==> src/rtl/load_store_unit.sv <==
// Load/store unit: initiator side of the CPU data-memory port.
// One request in flight at a time. Sub-word stores do a read-modify-write
// because the memory has no byte enables. Loads return extended lane data.
module load_store_unit #(
  parameter int ADDR_W = 32
) (
  input  logic              clk,
  input  logic              reset,
  input  logic              req_valid,
  output logic              req_ready,
  input  logic              req_write,
  input  logic [1:0]        req_size,
  input  logic              req_unsigned,
  input  logic [ADDR_W-1:0] req_addr,
  input  logic [31:0]       req_wdata,
  output logic              resp_valid,
  output logic [31:0]       resp_rdata,
  output logic              resp_misaligned,
  output logic [31:0]       mem_address,
  output logic [31:0]       mem_data_in,
  output logic              mem_write_enable,
  output logic              mem_read_enable,
  input  logic [31:0]       mem_data_out
);

  typedef enum logic [2:0] {
    IDLE    = 3'd0,
    RD      = 3'd1,
    RD_WAIT = 3'd2,
    WR      = 3'd3,
    RESP    = 3'd4
  } state_t;

  localparam logic [1:0] SZ_BYTE = 2'b00;
  localparam logic [1:0] SZ_HALF = 2'b01;
  localparam logic [1:0] SZ_WORD = 2'b10;

  state_t            state_q, state_d;
  logic              write_q, write_d;
  logic [1:0]        size_q, size_d;
  logic              unsigned_q, unsigned_d;
  logic [ADDR_W-1:0] addr_q, addr_d;
  logic [31:0]       wdata_q, wdata_d;
  logic [31:0]       word_q, word_d;      // word to write (plain or merged)
  logic [31:0]       rdata_q, rdata_d;
  logic              mis_q, mis_d;

  logic              req_mis;
  logic [4:0]        shamt;
  logic [31:0]       lane_mask;
  logic [31:0]       lane_wdata;
  logic [31:0]       lane_rdata;
  logic [31:0]       load_ext;

  // Alignment check on the incoming request.
  always_comb begin
    req_mis = 1'b0;
    case (req_size)
      SZ_BYTE: req_mis = 1'b0;
      SZ_HALF: req_mis = req_addr[0];
      SZ_WORD: req_mis = (req_addr[1:0] != 2'b00);
      default: req_mis = 1'b1;
    endcase
  end

  // Lane selection, store merge and load extension for the registered request.
  always_comb begin
    shamt      = (size_q == SZ_HALF) ? {addr_q[1], 4'b0000} : {addr_q[1:0], 3'b000};
    lane_mask  = (size_q == SZ_HALF) ? (32'h0000_FFFF << shamt) : (32'h0000_00FF << shamt);
    lane_wdata = (size_q == SZ_HALF) ? {16'h0, wdata_q[15:0]} : {24'h0, wdata_q[7:0]};
    lane_wdata = lane_wdata << shamt;
    lane_rdata = mem_data_out >> shamt;
    load_ext   = mem_data_out;
    case (size_q)
      SZ_BYTE: load_ext = unsigned_q ? {24'h0, lane_rdata[7:0]}
                                     : {{24{lane_rdata[7]}}, lane_rdata[7:0]};
      SZ_HALF: load_ext = unsigned_q ? {16'h0, lane_rdata[15:0]}
                                     : {{16{lane_rdata[15]}}, lane_rdata[15:0]};
      default: load_ext = mem_data_out;
    endcase
  end

  // Next-state and datapath register updates.
  always_comb begin
    state_d    = state_q;
    write_d    = write_q;
    size_d     = size_q;
    unsigned_d = unsigned_q;
    addr_d     = addr_q;
    wdata_d    = wdata_q;
    word_d     = word_q;
    rdata_d    = rdata_q;
    mis_d      = mis_q;
    case (state_q)
      IDLE: begin
        if (req_valid) begin
          write_d    = req_write;
          size_d     = req_size;
          unsigned_d = req_unsigned;
          addr_d     = req_addr;
          wdata_d    = req_wdata;
          if (req_mis) begin
            // Abort without touching memory.
            rdata_d = 32'h0;
            mis_d   = 1'b1;
            state_d = RESP;
          end else if (req_write && req_size == SZ_WORD) begin
            word_d  = req_wdata;
            state_d = WR;
          end else begin
            state_d = RD;
          end
        end
      end
      RD: state_d = RD_WAIT;
      RD_WAIT: begin
        if (write_q) begin
          word_d  = (mem_data_out & ~lane_mask) | (lane_wdata & lane_mask);
          state_d = WR;
        end else begin
          rdata_d = load_ext;
          mis_d   = 1'b0;
          state_d = RESP;
        end
      end
      WR: begin
        rdata_d = 32'h0;
        mis_d   = 1'b0;
        state_d = RESP;
      end
      RESP:    state_d = IDLE;
      default: state_d = IDLE;
    endcase
  end

  // State and datapath registers; reset drops any partially issued access.
  always_ff @(posedge clk) begin
    if (reset) begin
      state_q    <= IDLE;
      write_q    <= 1'b0;
      size_q     <= 2'b00;
      unsigned_q <= 1'b0;
      addr_q     <= '0;
      wdata_q    <= 32'h0;
      word_q     <= 32'h0;
      rdata_q    <= 32'h0;
      mis_q      <= 1'b0;
    end else begin
      state_q    <= state_d;
      write_q    <= write_d;
      size_q     <= size_d;
      unsigned_q <= unsigned_d;
      addr_q     <= addr_d;
      wdata_q    <= wdata_d;
      word_q     <= word_d;
      rdata_q    <= rdata_d;
      mis_q      <= mis_d;
    end
  end

  // Outputs decode straight from state so each enable lasts exactly one state.
  always_comb begin
    req_ready        = (state_q == IDLE);
    mem_read_enable  = (state_q == RD);
    mem_write_enable = (state_q == WR);
    mem_data_in      = (state_q == WR) ? word_q : 32'h0;
    resp_valid       = (state_q == RESP);
    resp_rdata       = rdata_q;
    resp_misaligned  = mis_q;
    mem_address      = 32'(addr_q >> 2);
  end

endmodule

==> config.mk <==
export PLATFORM = sky130hd
export DESIGN_NAME = load_store_unit
export DESIGN_NICKNAME = d
export VERILOG_FILES = /design/src/rtl/load_store_unit.sv
export SDC_FILE = /design/constraint.sdc
export NUM_CORES = 1
export LEC_CHECK = 0
export CORE_ASPECT_RATIO = 1.2
export CORE_MARGIN = 2
export CORE_UTILIZATION = 40
export CTS_BUF_LIST = sky130_fd_sc_hd__clkbuf_4 sky130_fd_sc_hd__clkbuf_8
export DETAILED_ROUTE_END_ITERATION = 10
export GPL_TIMING_DRIVEN = 1
export HOLD_SLACK_MARGIN = 0.06
export PLACE_DENSITY = 0.82
export SYNTH_ARGS = -nofsm -noshare
export SYNTH_HDL_FRONTEND = slang
export SYNTH_SLANG_ARGS = --single-unit
export TNS_END_PERCENT = 100
==> constraint.sdc <==
create_clock -name clk -period 2.23 [get_ports clk]
set_input_delay 0.669 -clock clk [delete_from_list [all_inputs] [get_ports clk]]
set_output_delay 0.669 -clock clk [all_outputs]
set_load 0.005 [all_outputs]
# Yosys cells after proc, flatten, opt, wreduce, memory -nomap -nowiden
# Cells that the tools add are included.
# word_totals
regBits	120
word_cells	66
# classes
eq_ne	13
shifts	4
mux	26
n_bitwise	4
n_reduce_logical	10
# op_table
cell	n
$mux 32	11
$pmux 32 s2	2
$pmux 32 s3	1
$and 32x32->32	2
$not 32->32	1
$or 32x32->32	1
$shl 16x5->32	1
$shl 16x5->32 const A	1
$shl 8x5->32 const A	1
$shr 32x5->16	1
$mux 16	1
$pmux 3 s4	1
$mux 3	3
$ne 2x2->1 const B	4
$eq 3x2->1 const B	2
$pmux 1 s3	2
$reduce_and 5->1	1
$eq 2x1->1 const B	2
$logic_not 2->1	2
$mux 4	1
$ne 2x1->1 const B	2
$reduce_and 4->1	1
$reduce_bool 2->1	2
$eq 3x1->1 const B	1
8 further kinds	10

# Logic depth before layout (Yosys ltp)
# Gate-level depths: netlist of the first run.
# logic_depth
word_depth	9
ltp_mapped	8
mapped_depth_nobuf	5

# Worst setup path after synthesis of the first run
# Ideal clock, no wire load.
# synth_path
path_kind	input-to-reg
startpoint	input port req_addr[1]
endpoint	register word_q[16]
setup_time_ps	117
arrival_ps	2034
setup_slack_ps	79
stages	6
n_path_buf	1
cell_sequence	or2_1 o41a_1 nor3_4 nor2_2 buf_2 a22o_1
# synth_between
elab_chain_len	4
# synth_lines
element	line	text
start, declared	14	input logic [ADDR_W-1:0] req_addr,
$reduce_bool 2->1	61	SZ_WORD: req_mis = (req_addr[1:0] != 2'b00);
$pmux 1 s3	58	case (req_size)
$ne 2x2->1 (no source line)	--	
$reduce_and 5->1 (no source line)	--	
end signal, assigned	155	word_q <= word_d;
end, declared	44	logic [31:0] word_q, word_d;
# Every way passes these cells.
# A chain may end at the register's enable or synchronous reset.

# Final worst setup path of the first run
# layout_path
startpoint	input port req_addr[1]
endpoint	register word_q[24]
# Same word-level chain as after synthesis.

==> metrics.txt, run 1 <==
fmax=0.4473 GHz; area fraction in and, or, nand and nor cells after synthesis=21.05%; Ys Warns=0; GRT Residual Overflow=0; period utilisation layout=100.3%; Gate Count Post-Synth=734; Post-Synth XOR/XNOR Area=0%; sequential-to-total area share from yosys stat=40.75%; crit path max fanout=7; chip height=137.0 µm; Worst-Skew Late Latency=0.44 ns; Worst IR Drop VDD=0.3507 mV; commonest non-fill, non-tap cell in the layout=clkdlybuf4s50_1; startpoint types=primary input; Via density=5.539; Hold Startpoint=addr_q[22]$_SDFFE_PP0P_; Reg-to-Reg Start=addr_q[0]$_SDFFE_PP0P_; storage element area=2404 µm²; worst min path class=flop to flop; Sw Share=26.51%; crit path time final=2.236 ns; Routed Antenna Nets=0; critical path endpoint category=flop; CTS Buffer Depth=2; Hold Buf Count CTS=0; port bufs=201; Initial DRC Count=505; die width=114.8 µm; Total Die Area=15,730 µm²; Initial Utilization=40.90%; fill cell count=1,253; number of global-route vias before repair=5,816; share of cells above drive strength 1=16.03%; Routed Wire Length=20,050 µm; Fin Clk Skew=0.01174 ns; DP Cell Count=1,071; synth-to-layout area growth=47.28%; violated checks=setup timing; drt pass-1 iters=8; main combinational cell family by area after synthesis=compound AO/OA/AOI/OAI gates; leading area contributor after synthesis=dfxtp_1; Placer Congestion=0.9529; largest net degree at the start of global routing=49; CTS buffer count=17; fin worst setup slack=-0.005877 ns; pwr dens=631.6 nW/µm²; flop and latch count out of synthesis=120; Slew Limit Fails=0; final setup fails=1; first-pass GRT wire length=30,390 µm; routed len/inst=18.04 µm; Unique masters post-synth=41; NetSw=1.454 mW; core area=14,410 µm²; hold_ws=0.4536 ns; Synth area leaders=dfxtp_1, nand2_1, a21oi_1; final cell count without fillers=1,111; RSZ-0062 raised after global routing=true; post-synthesis compound-gate area fraction=24.32%; initial antenna violation count=0; crit path from=req_addr[1]; post-route setup TNS=-0.005877 ns; Overall Global Routing Usage=24.97%; clock sink count=120; # Max-Cap Violations=0; critical setup path kind=primary input to flop; Avg Cell Area, Syn=8.032 µm²; I/O pin cnt=204; DRC=0; row count=48; most frequent cells in the layout=clkdlybuf4s50_1, nand2_1, dfxtp_1, a21oi_1, nor2_1; Fin. Hold Viols=0; Finished Cell Area=8683 µm²; sequential cell fraction of total power=41.9%; vias post-DR=6,154; area of the mapped netlist=5896 µm²; Clk Tree Root Cell=clkbuf_8; status=finished with violations; CTS tree=done; crit path DAT=2.54 ns; CTS H-tree lvls=4; Placed Instance Area=8138 µm²; Synth top area share=40.75%; Pint=4.030 mW; leakage power figure=3.403 nW; Worst EP required=2.54 ns; Clock power frac=38.9%; Clk pin slew, worst setup/hold paths=0.07 ns; power share of the combinational group=19.2%; DP HPWL=14,340 µm; fin nets=1,027; Synth Area in Adders=0%; Slew Limit Headroom=53.37%; Least-Margin Pin Slew=0.6995 ns; n_diodes=0; post-synthesis mux area share=4.860%; footprint of the multi-input gates=3029 µm²
==> layer usage <==
layer  routed length, µm  GRT usage (%)  part of all wire [%]
met3                1563          6.554                   7.8
met2                9981          42.31                    50
met5                   0              0                     0
met4                 999          13.52                   5.0
met1                7502          28.67                    37
==> cells by family after synthesis <==
family          Yosys count
compound gates          207
simple gates            278
buf+inv                 102
flops                   120
mux                      26
other cells               1
==> path summary, 6_finish.rpt <==
check,endpoint,cells after the start,slack [ns]
setup reg to reg,word_q[24]$_SDFFE_PP0P_,4,0.22
hold reg to reg,addr_q[22]$_SDFFE_PP0P_,2,0.45
setup / recovery,word_q[24]$_SDFFE_PP0P_,8,-0.006
hold / removal,addr_q[22]$_SDFFE_PP0P_,2,0.45
==> synthesized netlist by cell type <==
| cell type | n |
|---|---|
| a31oi_1 | 8 |
| nor3_1 | 6 |
| nor3_2 | 1 |
| nor4b_1 | 7 |
| conb_1 | 1 |
| o221ai_1 | 23 |
| mux4_2 | 2 |
| or2_1 | 1 |
| mux2_2 | 1 |
| o22ai_1 | 2 |
| a211o_1 | 1 |
| nor2_1 | 63 |
| clkbuf_1 | 39 |
| nor2b_1 | 2 |
| and3_1 | 4 |
| a22o_1 | 23 |
| o21ai_0 | 8 |
| inv_1 | 11 |
| nand2b_1 | 4 |
| a2111oi_0 | 1 |
| nor3b_1 | 1 |
| nand2_1 | 152 |
| dfxtp_1 | 120 |
| o2bb2ai_1 | 24 |
| a21oi_2 | 1 |
| a21oi_1 | 86 |
| a21o_1 | 1 |
| o41a_1 | 1 |
| nor2_2 | 1 |
| o21ai_2 | 1 |
| a221oi_1 | 1 |
| o21a_1 | 2 |
| buf_1 | 2 |
| buf_4 | 34 |
| a311oi_1 | 24 |
| buf_2 | 14 |
| nor3_4 | 1 |
| mux2i_1 | 23 |
| nor4_4 | 1 |
| and2_1 | 34 |
| clkinv_1 | 2 |
==> power groups by stage <==
stage	registers, mW	clock network, mW	logic (mW)
final	2.30	2.13	1.05
after global routing	2.31	2.26	1.14
after CTS	2.30	2.17	1.04
after detailed placement	2.34	0	1.03
after global placement	2.34	0	1.02
after floorplan	2.33	0	0.533
==> what timing repair did <==
action / in CTS / in global routing
endpoints found under the setup margin: 36 / 41
pin swaps: 3 / 14
endpoints found under the hold margin: 0 / 0
setup buffers: 3 / 4
gates resized for setup: 126 / 34
gates cloned: 3 / 2
==> per-stage QoR <==
step                      worst slack [ns]  util (%)  power, mW
after floorplan                    0.07939         -      2.863
after global placement             -0.3257     56.46      3.358
after detailed placement           -0.3641     56.46      3.374
after CTS                          -0.1223     59.58      5.505
after global routing              -0.02637     60.24      5.704
final                            -0.005877     60.24      5.484
==> registers in the layout (all words and copies together), names as in the netlist <==
register / flops
addr_q: 32
resp_rdata: 32
word_q: 32
wdata_q: 16
state_q: 3
size_q: 2
resp_misaligned: 1
unsigned_q: 1
write_q: 1
==> critical path, stage by stage <==
cell and delay, ns:
clkdlybuf4s50_1 0.41, or2_1 0.23, o41a_1 0.45, nor3_4 0.29
buf_6 0.17, buf_4 0.12, buf_6 0.12, a311oi_1 0.09
==> final cells by class <==
class                           instances  area share [%]
Clock buffer                           24           3.660
Clock inverter                          7           1.326
Inverter                               13          0.5620
Multi-Input combinational cell        513           34.88
Sequential cell                       120           27.68
Tap cell                              175           2.522
Timing Repair Buffer                  259           29.37
No activity file was read; power rests on OpenSTA's default activity.
==> inputs of run 2 (changes only) <==
--- a/config.mk
+++ b/config.mk
@@ -12,7 +12,7 @@
 export DETAILED_ROUTE_END_ITERATION = 10
 export GPL_TIMING_DRIVEN = 1
 export HOLD_SLACK_MARGIN = 0.06
-export PLACE_DENSITY = 0.82
+export PLACE_DENSITY = 0.76
 export SYNTH_ARGS = -nofsm -noshare
 export SYNTH_HDL_FRONTEND = slang
 export SYNTH_SLANG_ARGS = --single-unit
==> metrics.txt, run 2 (synthesis results as in run 1) <==
fin nets=1,037 (+0.97%); CTS buffer count=17 (unchanged); crit path max fanout=8 (+1); fin worst setup slack=-0.06837 ns (-0.06250 ns); number of global-route vias before repair=5,962 (+2.5%); critical path endpoint category=output port; Finished Cell Area=8753 µm² (+0.81%); routed length on met1=7726 µm (+3.0%); Slew Limit Headroom=57.84% (+4.5 points); startpoint types=flop; Overall Global Routing Usage=25.46% (+0.49 points); n_diodes=0 (unchanged); wire length on met2=9950 µm (-0.31%); post-route setup TNS=-0.06837 ns (-0.06250 ns); Pint=3.927 mW (-2.6%); Routed Antenna Nets=0 (unchanged); most frequent cells in the layout=clkdlybuf4s50_1, nand2_1, dfxtp_1, a21oi_1, nor2_1; die width=114.8 µm (unchanged); Worst-Skew Late Latency=0.44 ns (about the same); critical setup path kind=flop to output port; Worst EP required=1.56 ns (-0.98 ns); core area=14,410 µm² (unchanged); status=finished with violations; R2R setup slack=0.22 ns (about the same); Total Die Area=15,730 µm² (unchanged); leakage power figure=3.498 nW (+2.8%); crit path time final=2.298 ns (+0.06250 ns); synth-to-layout area growth=48.47%; chip height=137.0 µm (unchanged); final setup fails=1 (unchanged); DRC=0 (unchanged); Clk pin slew, worst setup/hold paths=0.07 ns (about the same); pwr dens=615.0 nW/µm² (-2.6%); routed len/inst=17.83 µm (-1.2%); port bufs=201 (unchanged); Routed Wire Length=19,990 µm (-0.30%); uppermost routed layer=met4; Placer Congestion=0.9220 (-3.2%); clock sink count=120 (unchanged); fmax=0.4351 GHz (-2.7%); crit path DAT=1.63 ns (-0.91 ns); Initial DRC Count=374 (-26%); I/O pin cnt=204 (unchanged); Least-Margin Pin Slew=0.6324 ns (-0.06706 ns); violated checks=setup timing; hold_ws=0.4539 ns (+0.0002950 ns); routed length on met3=1583 µm (+1.3%); crit path capture=mem_data_in[25]; row count=48 (unchanged); CTS H-tree lvls=4 (unchanged); fill cell count=1,262 (+0.72%); crit path from=state_q[2]$_SDFFE_PP0N_; DP HPWL=14,410 µm (+0.48%); Reg-to-Reg Start=size_q[0]$_SDFFE_PP0P_; RSZ-0062 raised after global routing=true; power share of the combinational group=19.7% (+0.5 points); Clk Tree Root Cell=clkbuf_8; Fin. Hold Viols=0 (unchanged); vias post-DR=6,128 (-0.42%); Sw Share=27.06% (+0.54 points); # Max-Cap Violations=0 (unchanged); largest net degree at the start of global routing=49 (unchanged); drt pass-1 iters=5 (-3); CTS tree=done; CTS Buffer Depth=2 (unchanged); GRT Residual Overflow=0 (unchanged); Via density=5.467 (-1.3%); Slew Limit Fails=0 (unchanged); Clock power frac=37.6% (-1.3 points); worst min path class=flop to flop; FF-to-FF End=word_q[27]$_SDFFE_PP0P_; Worst IR Drop VDD=0.3746 mV (+6.8%); worst reg2reg path depth=4 (unchanged); commonest non-fill, non-tap cell in the layout=clkdlybuf4s50_1; NetSw=1.456 mW (+0.17%); period utilisation layout=103.1% (+2.8 points); initial antenna violation count=0 (unchanged); Fin Clk Skew=0.008400 ns (-0.003335 ns); Placed Instance Area=8158 µm² (+0.25%); Initial Utilization=40.90% (unchanged); first-pass GRT wire length=30,880 µm (+1.6%); sequential cell fraction of total power=42.7% (+0.8 points); share of cells above drive strength 1=17.65% (+1.6 points)
-- run 2: cell types whose count changed in the layout (fill, tap and decap cells not counted), moves of 4 or more --
cell / change
clkinv_2: +4
buf_4: +4
clkbuf_8: -4
buf_6: +5
clkdlybuf4s15_1: -4
-- run 2: cell type report --
type	instances	area [µm²]	share of cell area, %
Inverter	13	48.80	0.5575
Timing Repair Buffer	269	2646	30.23
Tap cell	175	219.0	2.501
Clock inverter	10	127.6	1.458
Sequential cell	120	2404	27.46
Multi-Input combinational cell	513	3038	34.71
Clock buffer	21	270.3	3.087
-- run 2: power by group through the flow --
stage | Sequential [mW] | Clock, mW | Combinational [mW]
2_1_floorplan | 2.33 | 0 | 0.533
3_3_place_gp | 2.34 | 0 | 1.03
3_5_place_dp | 2.34 | 0 | 1.04
4_1_cts | 2.30 | 2.06 | 1.05
5_1_grt | 2.31 | 2.15 | 1.16
6_report | 2.30 | 2.02 | 1.06
-- run 2: what timing repair did --
| action | 4_1_cts | 5_1_grt |
|---|---|---|
| setup endpoints to repair | 36 | 40 |
| setup buffers | 5 | 8 |
| pin swaps | 2 | 9 |
| resized for setup | 141 | 40 |
| cloned | 3 | 2 |
| hold buffers | 0 | 0 |
-- run 2: worst min-delay path by stage --
stage	slack, ns	end	start	cells past startpoint
2_1_floorplan	0.43	word_q[19]$_SDFFE_PP0P_	word_q[19]$_SDFFE_PP0P_	1
3_3_place_gp	0.44	addr_q[20]$_SDFFE_PP0P_	addr_q[20]$_SDFFE_PP0P_	2
3_5_place_dp	0.45	addr_q[13]$_SDFFE_PP0P_	addr_q[13]$_SDFFE_PP0P_	2
4_1_cts	0.46	addr_q[21]$_SDFFE_PP0P_	addr_q[21]$_SDFFE_PP0P_	2
5_1_grt	0.47	addr_q[3]$_SDFFE_PP0P_	addr_q[3]$_SDFFE_PP0P_	2
6_report	0.45	addr_q[3]$_SDFFE_PP0P_	addr_q[3]$_SDFFE_PP0P_	2
-- run 2: routing by layer --
layer  track usage, %  vias to the layer above
met3            7.484                       51
met1            29.69                     2855
li1                 -                     2952
met4            11.78                        0
met2            43.00                      270
met5                0                        -
-- run 2: stage by stage --
stage	power, mW	setup WS (ns)	util, %	cells
floorplan	2.863	0.07939	-	735
global placement	3.370	-0.3356	56.60	1072
detailed placement	3.381	-0.4050	56.60	1072
CTS	5.400	-0.08394	59.68	1111
global route	5.621	-0.1136	60.73	1121
finish	5.383	-0.06837	60.73	1121
-- run 2: critical path: stages (launching register included) --
cell and delay [ns]:
dfxtp_2 0.34, inv_2 0.05, and3_4 0.18, buf_6 0.14, buf_16 0.13, buf_6 0.11
and2_4 0.14, buf_6 0.10
==> inputs of run 3 (changes only) <==
--- a/config.mk
+++ b/config.mk
@@ -5,14 +5,15 @@
 export SDC_FILE = /design/constraint.sdc
 export NUM_CORES = 1
 export LEC_CHECK = 0
+export ABC_CLOCK_PERIOD_IN_PS = 2230
 export CORE_ASPECT_RATIO = 1.2
 export CORE_MARGIN = 2
-export CORE_UTILIZATION = 40
+export CORE_UTILIZATION = 43
 export CTS_BUF_LIST = sky130_fd_sc_hd__clkbuf_4 sky130_fd_sc_hd__clkbuf_8
 export DETAILED_ROUTE_END_ITERATION = 10
 export GPL_TIMING_DRIVEN = 1
 export HOLD_SLACK_MARGIN = 0.06
-export PLACE_DENSITY = 0.76
+export PLACE_DENSITY = 0.81
 export SYNTH_ARGS = -nofsm -noshare
 export SYNTH_HDL_FRONTEND = slang
 export SYNTH_SLANG_ARGS = --single-unit
==> metrics.txt, run 3 (synthesis results as in run 1) <==
fmax=0.4379 GHz (+0.65%); first-pass GRT wire length=31,770 µm (+2.9%); GRT Residual Overflow=0 (unchanged); initial antenna violation count=1 (+1); Worst IR Drop VDD=0.3993 mV (+6.6%); worst reg2reg path depth=4 (unchanged); status=finished with violations; core area=13,300 µm² (-7.8%); share of cells above drive strength 1=18.33% (+0.67 points); met1 usage=30.83% (+1.1 points); met3 Usage GRT=7.586% (+0.10 points); Clk Tree Root Cell=clkbuf_8; routed len/inst=18.73 µm (+5.1%); die width=110.9 µm (-3.4%); storage element area=2404 µm² (unchanged); Slew Limit Fails=0 (unchanged); drt pass-1 iters=6 (+1); critical setup path kind=primary input to flop; most frequent cells in the layout=clkdlybuf4s50_1, nand2_1, dfxtp_1, a21oi_1, nor2_1; row count=46 (-4.2%); footprint of the multi-input gates=3055 µm² (+0.58%); chip height=132.3 µm (-3.4%); clock sink count=120 (unchanged); Hold Buf Count CTS=0 (unchanged); fin nets=1,035 (-0.19%); grt met2 use=46.15% (+3.2 points); CTS Buffer Depth=2 (unchanged); Slew Limit Headroom=54.92% (-2.9 points); DRC=0 (unchanged); Hold Path Stages=2 (unchanged); CTS tree=done; Worst EP required=2.56 ns (+1.00 ns); startpoint types=primary input; period utilisation layout=102.4% (-0.66 points); Worst-Skew Late Latency=0.44 ns (about the same); critical path endpoint category=flop; Fin Clk Skew=0.01171 ns (+0.003309 ns); crit path time final=2.284 ns (-0.01478 ns); RSZ-0062 raised after global routing=true; Initial Utilization=44.34% (+3.4 points); leakage power figure=3.493 nW (-0.14%); Routed Antenna Nets=0 (unchanged); pwr dens=620.5 nW/µm² (+0.90%); violated checks=setup timing; # Max-Cap Violations=0 (unchanged); gr busiest metal=met2; Least-Margin Pin Slew=0.6755 ns (+0.04306 ns); CTS buffer count=17 (unchanged); commonest non-fill, non-tap cell in the layout=clkdlybuf4s50_1; Routed Wire Length=20,850 µm (+4.3%); fin worst setup slack=-0.05359 ns (+0.01478 ns); fill cell count=1,047 (-17%); Fin. Hold Viols=0 (unchanged); hold_ws=0.4530 ns (-0.0009210 ns); synth-to-layout area growth=50.72%; Placer Congestion=0.9542 (+3.5%); total power=5.514 mW (+2.4%); worst min path class=flop to flop; fin util=66.84% (+6.1 points); Overall Global Routing Usage=27.16% (+1.7 points); Clk pin slew, worst setup/hold paths=0.07 ns (about the same); crit path max fanout=8 (unchanged); R2R setup slack=0.18 ns (-0.04 ns); largest net degree at the start of global routing=49 (unchanged); port bufs=201 (unchanged); final setup fails=5 (+4); number of global-route vias before repair=6,108 (+2.4%); I/O pin cnt=204 (unchanged); Initial DRC Count=629 (+68%); vias post-DR=6,332 (+3.3%); Total Die Area=14,670 µm² (-6.8%); Via density=5.689 (+4.1%); crit path DAT=2.61 ns (+0.98 ns); CTS H-tree lvls=4 (unchanged); DP HPWL=14,370 µm (-0.27%)
run 3: cell types whose count changed in the layout (fill, tap and decap cells not counted), moves of 3 or more:
cell / previous run / this run
and2_1: 18 / 7
and2_4: 15 / 26
buf_2: 16 / 8
buf_6: 20 / 25
clkbuf_2: 7 / 2
clkbuf_8: 18 / 21
clkdlybuf4s50_1: 160 / 164
clkinv_2: 6 / 2
dlymetal6s2s_1: 4 / 0
run 3: layout make-up:
type	instances	area share, %
well taps	168	2.366
flip-flops and latches	120	27.05
diodes	1	0.02816
clock buffers	24	3.506
repair buffers	267	30.81
clock inverters	7	1.309
inverters	13	0.5491
multi-input cells	513	34.38
run 3: stage by stage:
stage               area (µm²)  std cells  setup WS [ns]  setup TNS (ns)
floorplan                 5899        735        0.07939               0
global placement          8169       1068        -0.3198          -14.50
detailed placement        8169       1068        -0.4181          -16.35
CTS                       8643       1108        -0.1853          -2.052
global route              8886       1113        -0.1368         -0.9854
finish                    8886       1113       -0.05359         -0.1094
run 3: worst paths after layout:
path / from / end
max: req_size[1] / word_q[25]$_SDFFE_PP0P_
min: addr_q[9]$_SDFFE_PP0P_ / addr_q[9]$_SDFFE_PP0P_
max reg2reg: size_q[0]$_SDFFE_PP0P_ / word_q[25]$_SDFFE_PP0P_
min reg2reg: addr_q[9]$_SDFFE_PP0P_ / addr_q[9]$_SDFFE_PP0P_
run 3: per-layer routing:
| metal | share of wire [%] | routed length, µm |
|---|---|---|
| met5 | 0 | 0 |
| met4 | 6.0 | 1248 |
| met3 | 8.8 | 1835 |
| met2 | 48 | 10030 |
| met1 | 37 | 7731 |
run 3: what timing repair did:
action | in CTS | in global routing
cloned | 4 | 2
buffers inserted | 6 | 5
resized for setup | 136 | 61
pin swaps | 4 | 25
endpoints found under the setup margin | 36 | 42
run 3: worst max-delay path, stage by stage:
cell             delay (ns)
clkdlybuf4s50_1        0.53
nand2b_4               0.06
o41a_1                 0.48
nor3_4                 0.26
buf_6                  0.13
clkbuf_16              0.14
nor2_1                 0.05
a311oi_1               0.28
run 3: power by group:
group | leakage [nW] | switching, mW | internal [mW]
sequential | 0.977 | 0.0649 | 2.24
combinational | 2.30 | 0.539 | 0.538
clock | 0.219 | 0.879 | 1.26
